==> src/rtl/tot_pkg.sv <==
// Shared types and constants for the TOT code assembler.
package tot_pkg;

  typedef enum logic [1:0] {
    IDLE   = 2'd0,
    COUNT  = 2'd1,
    SETTLE = 2'd2,
    HOLD   = 2'd3
  } tot_state_e;

  localparam int unsigned FINE_W     = 6;
  localparam int unsigned OVF_CODE_W = 32;

  // All-ones word reported on coarse saturation; sliced to TOT width by users.
  localparam logic [OVF_CODE_W-1:0] OVF_CODE = '1;

  function automatic int unsigned tot_w(input int unsigned coarse_w);
    return coarse_w + FINE_W;
  endfunction

endpackage

==> src/rtl/tot_coarse_counter.sv <==
// Saturating coarse cycle counter with synchronous clear and terminal-count flag.
module tot_coarse_counter #(
  parameter int unsigned W = 3
) (
  input  logic         clk,
  input  logic         rstn,
  input  logic         clr,
  input  logic         en,
  output logic [W-1:0] cnt,
  output logic         term_c
);

  logic [W-1:0] cnt_q;
  logic [W-1:0] cnt_d;

  assign term_c = &cnt_q;
  assign cnt    = cnt_q;

  always_comb begin
    cnt_d = cnt_q;
    if (clr) begin
      cnt_d = '0;
    end else if (en && !term_c) begin
      cnt_d = cnt_q + W'(1);
    end
  end

  always_ff @(posedge clk or negedge rstn) begin
    if (!rstn) begin
      cnt_q <= '0;
    end else begin
      cnt_q <= cnt_d;
    end
  end

endmodule

==> src/rtl/tot_code_assembler.sv <==
// Times a TOT hit, merges the corrected coarse count with the fine code and
// offers the result on a valid/ready port.
module tot_code_assembler
  import tot_pkg::*;
#(
  parameter int unsigned COARSE_W = 3
) (
  input  logic                       clk,
  input  logic                       rstn,
  input  logic                       enable,
  input  logic                       hit_start,
  input  logic                       hit_stop,
  input  logic [FINE_W-1:0]          fine_bin,
  input  logic                       fine_err,
  input  logic                       out_ready,
  output logic                       out_valid,
  output logic [COARSE_W+FINE_W-1:0] tot_code,
  output logic                       tot_err,
  output logic                       tot_ovf,
  output logic                       hit_drop,
  output logic                       busy
);

  localparam int unsigned TOT_W = tot_w(COARSE_W);

  tot_state_e state_q, state_d;

  logic                out_valid_q, out_valid_d;
  logic [TOT_W-1:0]    tot_code_q,  tot_code_d;
  logic                tot_err_q,   tot_err_d;
  logic                tot_ovf_q,   tot_ovf_d;
  logic                hit_drop_q,  hit_drop_d;
  logic                busy_q;

  logic                cnt_clr;
  logic                cnt_en;
  logic [COARSE_W-1:0] cnt;
  logic                cnt_term_c;
  logic                start_ok;
  logic [COARSE_W-1:0] coarse_corr;

  tot_coarse_counter #(.W(COARSE_W)) u_coarse (
    .clk    (clk),
    .rstn   (rstn),
    .clr    (cnt_clr),
    .en     (cnt_en),
    .cnt    (cnt),
    .term_c (cnt_term_c)
  );

  assign start_ok = hit_start & enable;

  // Counter holds through SETTLE, so cnt[0] is the parity of the stop cycle.
  always_comb begin
    coarse_corr = cnt;
    if ((fine_bin[FINE_W-1] != cnt[0]) && (cnt != '0)) begin
      coarse_corr = cnt - COARSE_W'(1);
    end
  end

  always_comb begin
    state_d     = state_q;
    cnt_clr     = 1'b0;
    cnt_en      = 1'b0;
    out_valid_d = out_valid_q;
    tot_code_d  = tot_code_q;
    tot_err_d   = tot_err_q;
    tot_ovf_d   = tot_ovf_q;
    hit_drop_d  = 1'b0;

    case (state_q)
      IDLE: begin
        if (start_ok) begin
          cnt_clr = 1'b1;
          state_d = hit_stop ? SETTLE : COUNT;
        end
      end
      COUNT: begin
        hit_drop_d = hit_start;
        if (!enable) begin
          state_d = IDLE;
        end else if (hit_stop) begin
          state_d = SETTLE;
        end else if (cnt_term_c) begin
          state_d     = HOLD;
          out_valid_d = 1'b1;
          tot_code_d  = OVF_CODE[TOT_W-1:0];
          tot_err_d   = 1'b0;
          tot_ovf_d   = 1'b1;
        end else begin
          cnt_en = 1'b1;
        end
      end
      SETTLE: begin
        hit_drop_d  = hit_start;
        state_d     = HOLD;
        out_valid_d = 1'b1;
        tot_code_d  = {coarse_corr, fine_bin};
        tot_err_d   = fine_err;
        tot_ovf_d   = 1'b0;
      end
      HOLD: begin
        if (out_ready) begin
          out_valid_d = 1'b0;
          if (start_ok) begin
            cnt_clr = 1'b1;
            state_d = COUNT;
          end else begin
            state_d = IDLE;
          end
        end else begin
          hit_drop_d = hit_start;
        end
      end
      default: state_d = IDLE;
    endcase
  end

  always_ff @(posedge clk or negedge rstn) begin
    if (!rstn) begin
      state_q     <= IDLE;
      out_valid_q <= 1'b0;
      tot_code_q  <= '0;
      tot_err_q   <= 1'b0;
      tot_ovf_q   <= 1'b0;
      hit_drop_q  <= 1'b0;
      busy_q      <= 1'b0;
    end else begin
      state_q     <= state_d;
      out_valid_q <= out_valid_d;
      tot_code_q  <= tot_code_d;
      tot_err_q   <= tot_err_d;
      tot_ovf_q   <= tot_ovf_d;
      hit_drop_q  <= hit_drop_d;
      busy_q      <= (state_d != IDLE);
    end
  end

  assign out_valid = out_valid_q;
  assign tot_code  = tot_code_q;
  assign tot_err   = tot_err_q;
  assign tot_ovf   = tot_ovf_q;
  assign hit_drop  = hit_drop_q;
  assign busy      = busy_q;

endmodule
==> config.mk <==
export PLATFORM = sky130hd
export DESIGN_NAME = tot_code_assembler
export DESIGN_NICKNAME = d
export VERILOG_FILES = /design/src/rtl/tot_pkg.sv /design/src/rtl/tot_coarse_counter.sv /design/src/rtl/tot_code_assembler.sv
export SDC_FILE = /design/constraint.sdc
export NUM_CORES = 1
export LEC_CHECK = 0
export ABC_CLOCK_PERIOD_IN_PS = 2100
export CELL_PAD_IN_SITES_DETAIL_PLACEMENT = 0
export CELL_PAD_IN_SITES_GLOBAL_PLACEMENT = 1
export CORE_UTILIZATION = 37
export DETAILED_ROUTE_END_ITERATION = 12
export PLACE_DENSITY_LB_ADDON = 0.3
export SLEW_MARGIN = 25
export SYNTH_ARGS = -nofsm -noshare
export SYNTH_HDL_FRONTEND = slang
export SYNTH_HIERARCHICAL = 1
export SYNTH_SLANG_ARGS = --single-unit
==> constraint.sdc <==
create_clock -name clk -period 2.1 [get_ports clk]
set_input_delay 0.315 -clock clk [delete_from_list [all_inputs] [get_ports clk]]
set_output_delay 0.315 -clock clk [all_outputs]
set_load 0.02 [all_outputs]
==> results of run 1 <==
[cells in the final DEF (no fill, tap or decap), types with 3 or more instances in the layout]
cell type        count
a211oi_1             8
a21oi_1             10
buf_4                6
clkbuf_4             3
clkdlybuf4s50_1     26
dfrtp_1             19
ha_1                 8
inv_1               19
nand2_1              3
nor2_1               6
o21ai_0              3
[Yosys cell counts]
| cell type | number |
|---|---|
| nor2_1 | 6 |
| mux2_4 | 2 |
| o2111a_1 | 1 |
| nor2b_4 | 1 |
| mux2i_1 | 2 |
| o21ai_0 | 3 |
| nand2b_1 | 2 |
| nand4bb_1 | 2 |
| a2111oi_4 | 1 |
| nand3b_1 | 2 |
| inv_1 | 19 |
| nand4_1 | 1 |
| a21oi_1 | 10 |
| or3_1 | 2 |
| xnor2_1 | 1 |
| o21a_1 | 1 |
| o21ai_1 | 2 |
| o311a_2 | 1 |
| mux2_2 | 1 |
| and3_1 | 1 |
| nor3_1 | 1 |
| nand2_1 | 3 |
| o22ai_1 | 1 |
| and2b_2 | 1 |
| buf_2 | 1 |
| ha_1 | 8 |
| o211a_1 | 1 |
| buf_6 | 1 |
| a32oi_1 | 2 |
| dfrtp_1 | 19 |
| nor2b_1 | 1 |
| a211o_1 | 1 |
| nand3b_4 | 1 |
| a211oi_1 | 8 |
[kinds of logic (layout without fill, tap and decap cells)]
group	after synthesis	count (layout)	synth area share [%]
buffers and inverters	21	55	7.74
flip-flops	19	19	42.0
adder cells (fa/ha/maj)	8	8	8.85
AND/OR/NAND/NOR	24	24	14.4
XOR/XNOR	1	1	0.774
multiplexers	5	5	5.42
AO/OA/AOI/OAI	32	32	20.8
[registers in the layout, summed over array words and instances, names as in the netlist]
name          flops
hit_drop          1
out_valid         1
tot_err           1
busy              1
tot_ovf           1
tot_code          9
state_q           2
u_coarse/cnt      3
[critical path: stages (launching register included)]
cell and delay, ps:
dfrtp_1 430, ha_1 200, ha_1 300, o311a_2 400
a2111oi_4 350, o22ai_1 140
[where the power goes]
| part | internal [mW] | switching, mW |
|---|---|---|
| clock | 0.0737 | 0.108 |
| sequential | 0.543 | 0.121 |
| combinational | 0.634 | 0.660 |
[per-stage QoR]
| stage | util (%) | hold slack, ps |
|---|---|---|
| 5_1_grt | 52.5 | 372 |
| 6_report | 52.5 | 354 |
| 3_5_place_dp | 51.6 | 498 |
| 2_1_floorplan | - | 19.4 |
| 3_3_place_gp | 51.6 | 498 |
| 4_1_cts | 52.5 | 356 |
[area by class of cell]
cell class | count | area share (%)
Clock buffer | 4 | 1.77
Tap cell | 31 | 2.61
Multi-Input combinational cell | 70 | 38.2
Sequential cell | 19 | 32.0
Timing Repair Buffer | 32 | 20.6
Inverter | 19 | 4.80
[how the worst max path moves through the flow]
stage / endpoint / slack, ps / cells after the start
after floorplan: busy / 250 / 5
after global placement: u_coarse/cnt[0] / 240 / 5
after detailed placement: busy / 190 / 5
after CTS: busy / 170 / 5
after global routing: busy / 90 / 5
final: busy / 170 / 5
[layer usage]
| metal | global-route usage, % | up-vias | wire [um] |
|---|---|---|---|
| met3 | 2.27 | 2 | 99 |
| met4 | 5.23 | 0 | 15 |
| li1 | - | 457 | - |
| met1 | 20.2 | 427 | 1060 |
| met2 | 24.4 | 23 | 1000 |
| met5 | 0 | - | 0 |
==> impl_summary.log, run 1 <==
[metrics] router iterations before antenna repair: 8
[metrics] root buffer cell: clkbuf_4
[metrics] number of buffers added for setup after CTS: 0
[metrics] Worst R2R End: busy
[metrics] Critical R2R Launch: u_coarse/cnt[1]
[metrics] Worst-path clk slew: 110 ps
[metrics] run status: finished with violations
[metrics] initial antenna violation count: 0
[metrics] clock latency of the later-clocked register in the worst-skew pair: 290 ps
[metrics] fraction of final layout cells with drive strength greater than 1: 11.8%
[metrics] pin count of the biggest net entering global routing: 20
[metrics] leakage power of the design: 0.691 nW
[metrics] count of state elements after synthesis: 19
[metrics] startpoint class of the critical path: flop
[metrics] width of the die: 57.3 um
[metrics] area of the core: 2830 sq um
[metrics] RSZ-0062 raised after global routing: false
[metrics] violations in the final reports: design-rule violations
[metrics] vertical die dimension: 57.3 um
[metrics] syn avg cell area: 10.3 sq um
[metrics] Antenna Diode Count: 0
[metrics] overall routed net length: 2170 um
[metrics] Worst Max-Slew Pin Slew: 346 ps
[metrics] Final Hold Fails: 0
[metrics] final critical path time including I/O delays and setup: 1930 ps
[metrics] instance count after placement with tap cells included: 171
[metrics] cell type with the largest total area after synthesis: dfrtp_1
[metrics] part of the Yosys area used for sequential elements: 42.0%
[metrics] TritonCTS clock tree: done
[metrics] effective utilization at floorplan: 40.0%
[metrics] routed length per placed instance: 12.4 um
[metrics] DIE AREA: 3280 sq um
[metrics] setup slack on the worst flop-to-flop path: 170 ps
[metrics] critical path required time: 2270 ps
[metrics] htree depth: 1
[metrics] Crit. End Element: flop
[metrics] number of library cell types mapped by synthesis: 34
[metrics] summed negative setup slack over all endpoints: 0 ps
[metrics] detailed router's first-iteration violation count: 36
[metrics] cell area after synthesis: 1130 sq um
[metrics] maximum frequency from static timing analysis: 517 MHz
[metrics] first-pass GRT wire length: 3860 um
[metrics] clock buffers created by TritonCTS: 3
[metrics] estimated wirelength of the detail-placed design: 1640 um
[metrics] non-filler cells, final: 175
[metrics] Num Clock Sinks: 19
[metrics] total of fill cells in the finished design: 288
[metrics] crit path from: u_coarse/cnt[1]
[metrics] final max-slew violation count: 0
[metrics] power per cell area: 1440 nW/um^2
[metrics] number of cells produced by synthesis: 110
[metrics] max cap viols: 0
[metrics] footprint of the multi-input gates: 568 sq um
[metrics] worst supply voltage drop on vdd: 0.000776 V
[metrics] routed vias/inst: 5.19
[metrics] worst slew margin relative to its limit: 76.9%
[metrics] Final WS setup: 165 ps
[metrics] layout net count: 166
[metrics] post-route DRC violation count: 8
[metrics] final RePlAce weighted congestion: 0.799
[metrics] number of cells upsized or downsized after cts: 0
[metrics] post-route clock skew: 1.17 ps
[metrics] critical path data arrival time: 2110 ps
[metrics] number of global-route vias before repair: 889
[metrics] register cell area after layout: 475 sq um
[metrics] Bufs on Longest Clock Path: 2
[metrics] antenna-violating nets left: 0
[metrics] hold-fix buffers at CTS: 0
[metrics] Area growth, synth to finish: 31.3%
[metrics] port buffer count: 26
[metrics] Congestion Overflow GR: 0
[metrics] number of nets produced by synthesis: 131
[metrics] number of top-level pins: 27
[metrics] Row Count: 19
[metrics] ratio of final minimum period to clock period: 92.1%
[metrics] Area contributors post-synth: dfrtp_1, ha_1, inv_1
[metrics] worst-case setup slack after placement: 187 ps
[metrics] worst min path class: input port to asynchronous set/reset pin
[metrics] Vias: 909
[metrics] Finish-stage setup viols: 0
[metrics] area fraction of the dominant cell type after synthesis: 42.0%
[metrics] depth of the most critical reg-to-reg path: 5
[metrics] total routing usage reported by global routing: 14.9%
[metrics] Yosys warnings: 6
[metrics] Final Cell Area: 1490 sq um
[metrics] Setup Crit Path Kind: flop to flop
[metrics] Overall Power: 2.14 mW
[metrics] critical-path maximum fanout: 7
[metrics] standard cell area after detailed placement: 1460 sq um
(Power assumes the default switching activity.)
==> run 2, diff against run 1 <==
ABC_CLOCK_PERIOD_IN_PS = 2340   (was 2100)
CORE_UTILIZATION = 40   (was 37)
clock period = 2.34 ns   (was 2.1 ns; I/O delays follow)
==> run 2 against run 1 <==
  * Cell count down 2.9%
  * Sequential cell count unchanged
  * Final area is 2.1% lower
  * The run now ends clean
  * Critical path type unchanged
  * Critical endpoint is now u_coarse/cnt[0]
  * Die area fell by 7.2%
  * Fmax shrank 1.7%
  * Total power down 12%
==> impl_summary.log, run 2 (synthesis results as in run 1) <==
[metrics] run status: completed
[metrics] crit path from: state_q[0]
[metrics] Final WS setup: 371 ps
[metrics] overall routed net length: 2210 um
[metrics] cell breakdown of the critical path: inv_1 -> ha_1 -> a21oi_1 -> nor3_1 -> nor2b_1 -> mux2_4
[metrics] most common library cell in the layout ignoring fill and taps: clkdlybuf4s50_1
[metrics] initial antenna violation count: 0
[metrics] width of the die: 55.2 um
[metrics] router iterations before antenna repair: 4
[metrics] clock buffers created by TritonCTS: 3
[metrics] Worst Max-Slew Pin Slew: 509 ps
[metrics] root buffer cell: clkbuf_4
[metrics] worst supply voltage drop on vdd: 0.000780 V
[metrics] Row Count: 18
[metrics] htree depth: 1
[metrics] number of global-route vias before repair: 858
[metrics] number of top-level pins: 27
[metrics] startpoint class of the critical path: flop
[metrics] effective utilization at floorplan: 44.1%
[metrics] critical path required time: 2520 ps
[metrics] TritonCTS clock tree: done
[metrics] vertical die dimension: 55.2 um
[metrics] register cell area after layout: 475 sq um
[metrics] Worst R2R End: u_coarse/cnt[0]
[metrics] layout net count: 162
[metrics] worst-case setup slack after placement: 323 ps
[metrics] critical path depth in cells: 6
[metrics] depth of the most critical reg-to-reg path: 6
[metrics] number of buffers added for setup after CTS: 0
[metrics] standard cell area after detailed placement: 1430 sq um
[metrics] Area growth, synth to finish: 28.5%
[metrics] max cap viols: 0
[metrics] routed length per placed instance: 13.0 um
[metrics] leakage power of the design: 0.672 nW
[metrics] Finish-stage setup viols: 0
[metrics] setup slack on the worst flop-to-flop path: 370 ps
[metrics] Vias: 891
[metrics] area of the core: 2570 sq um
[metrics] Overall Power: 1.89 mW
[metrics] final RePlAce weighted congestion: 0.847
[metrics] post-route DRC violation count: 0
[metrics] DIE AREA: 3040 sq um
[metrics] max FFs per register: 9
[metrics] leading cell types in the layout, fill and taps excluded: clkdlybuf4s50_1, inv_1, dfrtp_1
[metrics] footprint of the multi-input gates: 568 sq um
[metrics] total of fill cells in the finished design: 250
[metrics] Worst-path clk slew: 100 ps
[metrics] RSZ-0062 raised after global routing: false
[metrics] post-route clock skew: 1.02 ps
[metrics] number of cells upsized or downsized after cts: 0
[metrics] final critical path time including I/O delays and setup: 1970 ps
[metrics] pin count of the biggest net entering global routing: 20
[metrics] antenna-violating nets left: 0
[metrics] estimated wirelength of the detail-placed design: 1690 um
[metrics] Antenna Diode Count: 0
[metrics] Num Clock Sinks: 19
[metrics] total routing usage reported by global routing: 17.0%
[metrics] stage delay of the slowest cell on the critical path: 470 ps
[metrics] Final Cell Area: 1450 sq um
[metrics] Critical-path top delay cell: dfrtp_1
[metrics] clock latency of the later-clocked register in the worst-skew pair: 280 ps
[metrics] maximum frequency from static timing analysis: 508 MHz
[metrics] port buffer count: 26
[metrics] Setup Crit Path Kind: flop to flop
[metrics] Crit. End Element: flop
[metrics] detailed router's first-iteration violation count: 6
[metrics] critical-path maximum fanout: 7
[metrics] hold-fix buffers at CTS: 0
[metrics] first-pass GRT wire length: 3630 um
[metrics] worst min path class: input port to asynchronous set/reset pin
[metrics] cell family contributing the most delay on the critical path: simple AND/OR/NAND/NOR gates
[metrics] routed vias/inst: 5.24
[metrics] final max-slew violation count: 0
[metrics] ratio of final minimum period to clock period: 84.2%
[metrics] worst slew margin relative to its limit: 65.8%
[metrics] fraction of final layout cells with drive strength greater than 1: 9.29%
[metrics] Congestion Overflow GR: 0
[metrics] Critical R2R Launch: state_q[0]
[metrics] capturing element of the worst setup path: u_coarse/cnt[0]
[metrics] Bufs on Longest Clock Path: 2
[metrics] critical path data arrival time: 2150 ps
[metrics] Final Hold Fails: 0
[metrics] summed negative setup slack over all endpoints: 0 ps
[metrics] Buf/Inv on CP: 1
[metrics] power per cell area: 1300 nW/um^2
-- run 2: cell type report --
cell class | instances | share of cell area [%]
clock buffers | 4 | 1.81
inverters | 19 | 4.91
multi-input cells | 70 | 39.1
flip-flops and latches | 19 | 32.7
well taps | 30 | 2.58
repair buffers | 28 | 18.9
-- run 2: report_power, final --
| part | total [mW] | switching (mW) | internal, mW |
|---|---|---|---|
| logic | 1.13 | 0.583 | 0.543 |
| clock network | 0.160 | 0.0942 | 0.0661 |
| registers | 0.604 | 0.117 | 0.487 |
| total | 1.89 | 0.794 | 1.10 |
-- run 2: how the worst min path moves through the flow --
stage,end,from,slack [ps],depth (start not counted)
finish,tot_code[2],rstn,380,2
global route,tot_code[2],rstn,420,2
CTS,tot_code[2],rstn,380,2
detailed placement,tot_code[8],tot_code[8],500,2
global placement,tot_code[4],tot_code[4],500,2
floorplan,busy,rstn,60,0
-- run 2: metal layers --
layer	vias to the layer above	track usage [%]	routed length [um]
met5	-	0	0
met4	0	7.92	10
met3	2	3.28	125
met2	20	29.9	1080
met1	421	19.6	989
li1	448	-	-
-- run 2: per-stage QoR --
step	hold WS, ps	std cells	util [%]
2_1_floorplan	55.4	110	-
3_3_place_gp	499	166	55.6
3_5_place_dp	502	166	55.6
4_1_cts	380	170	56.6
5_1_grt	416	170	56.6
6_report	382	170	56.6
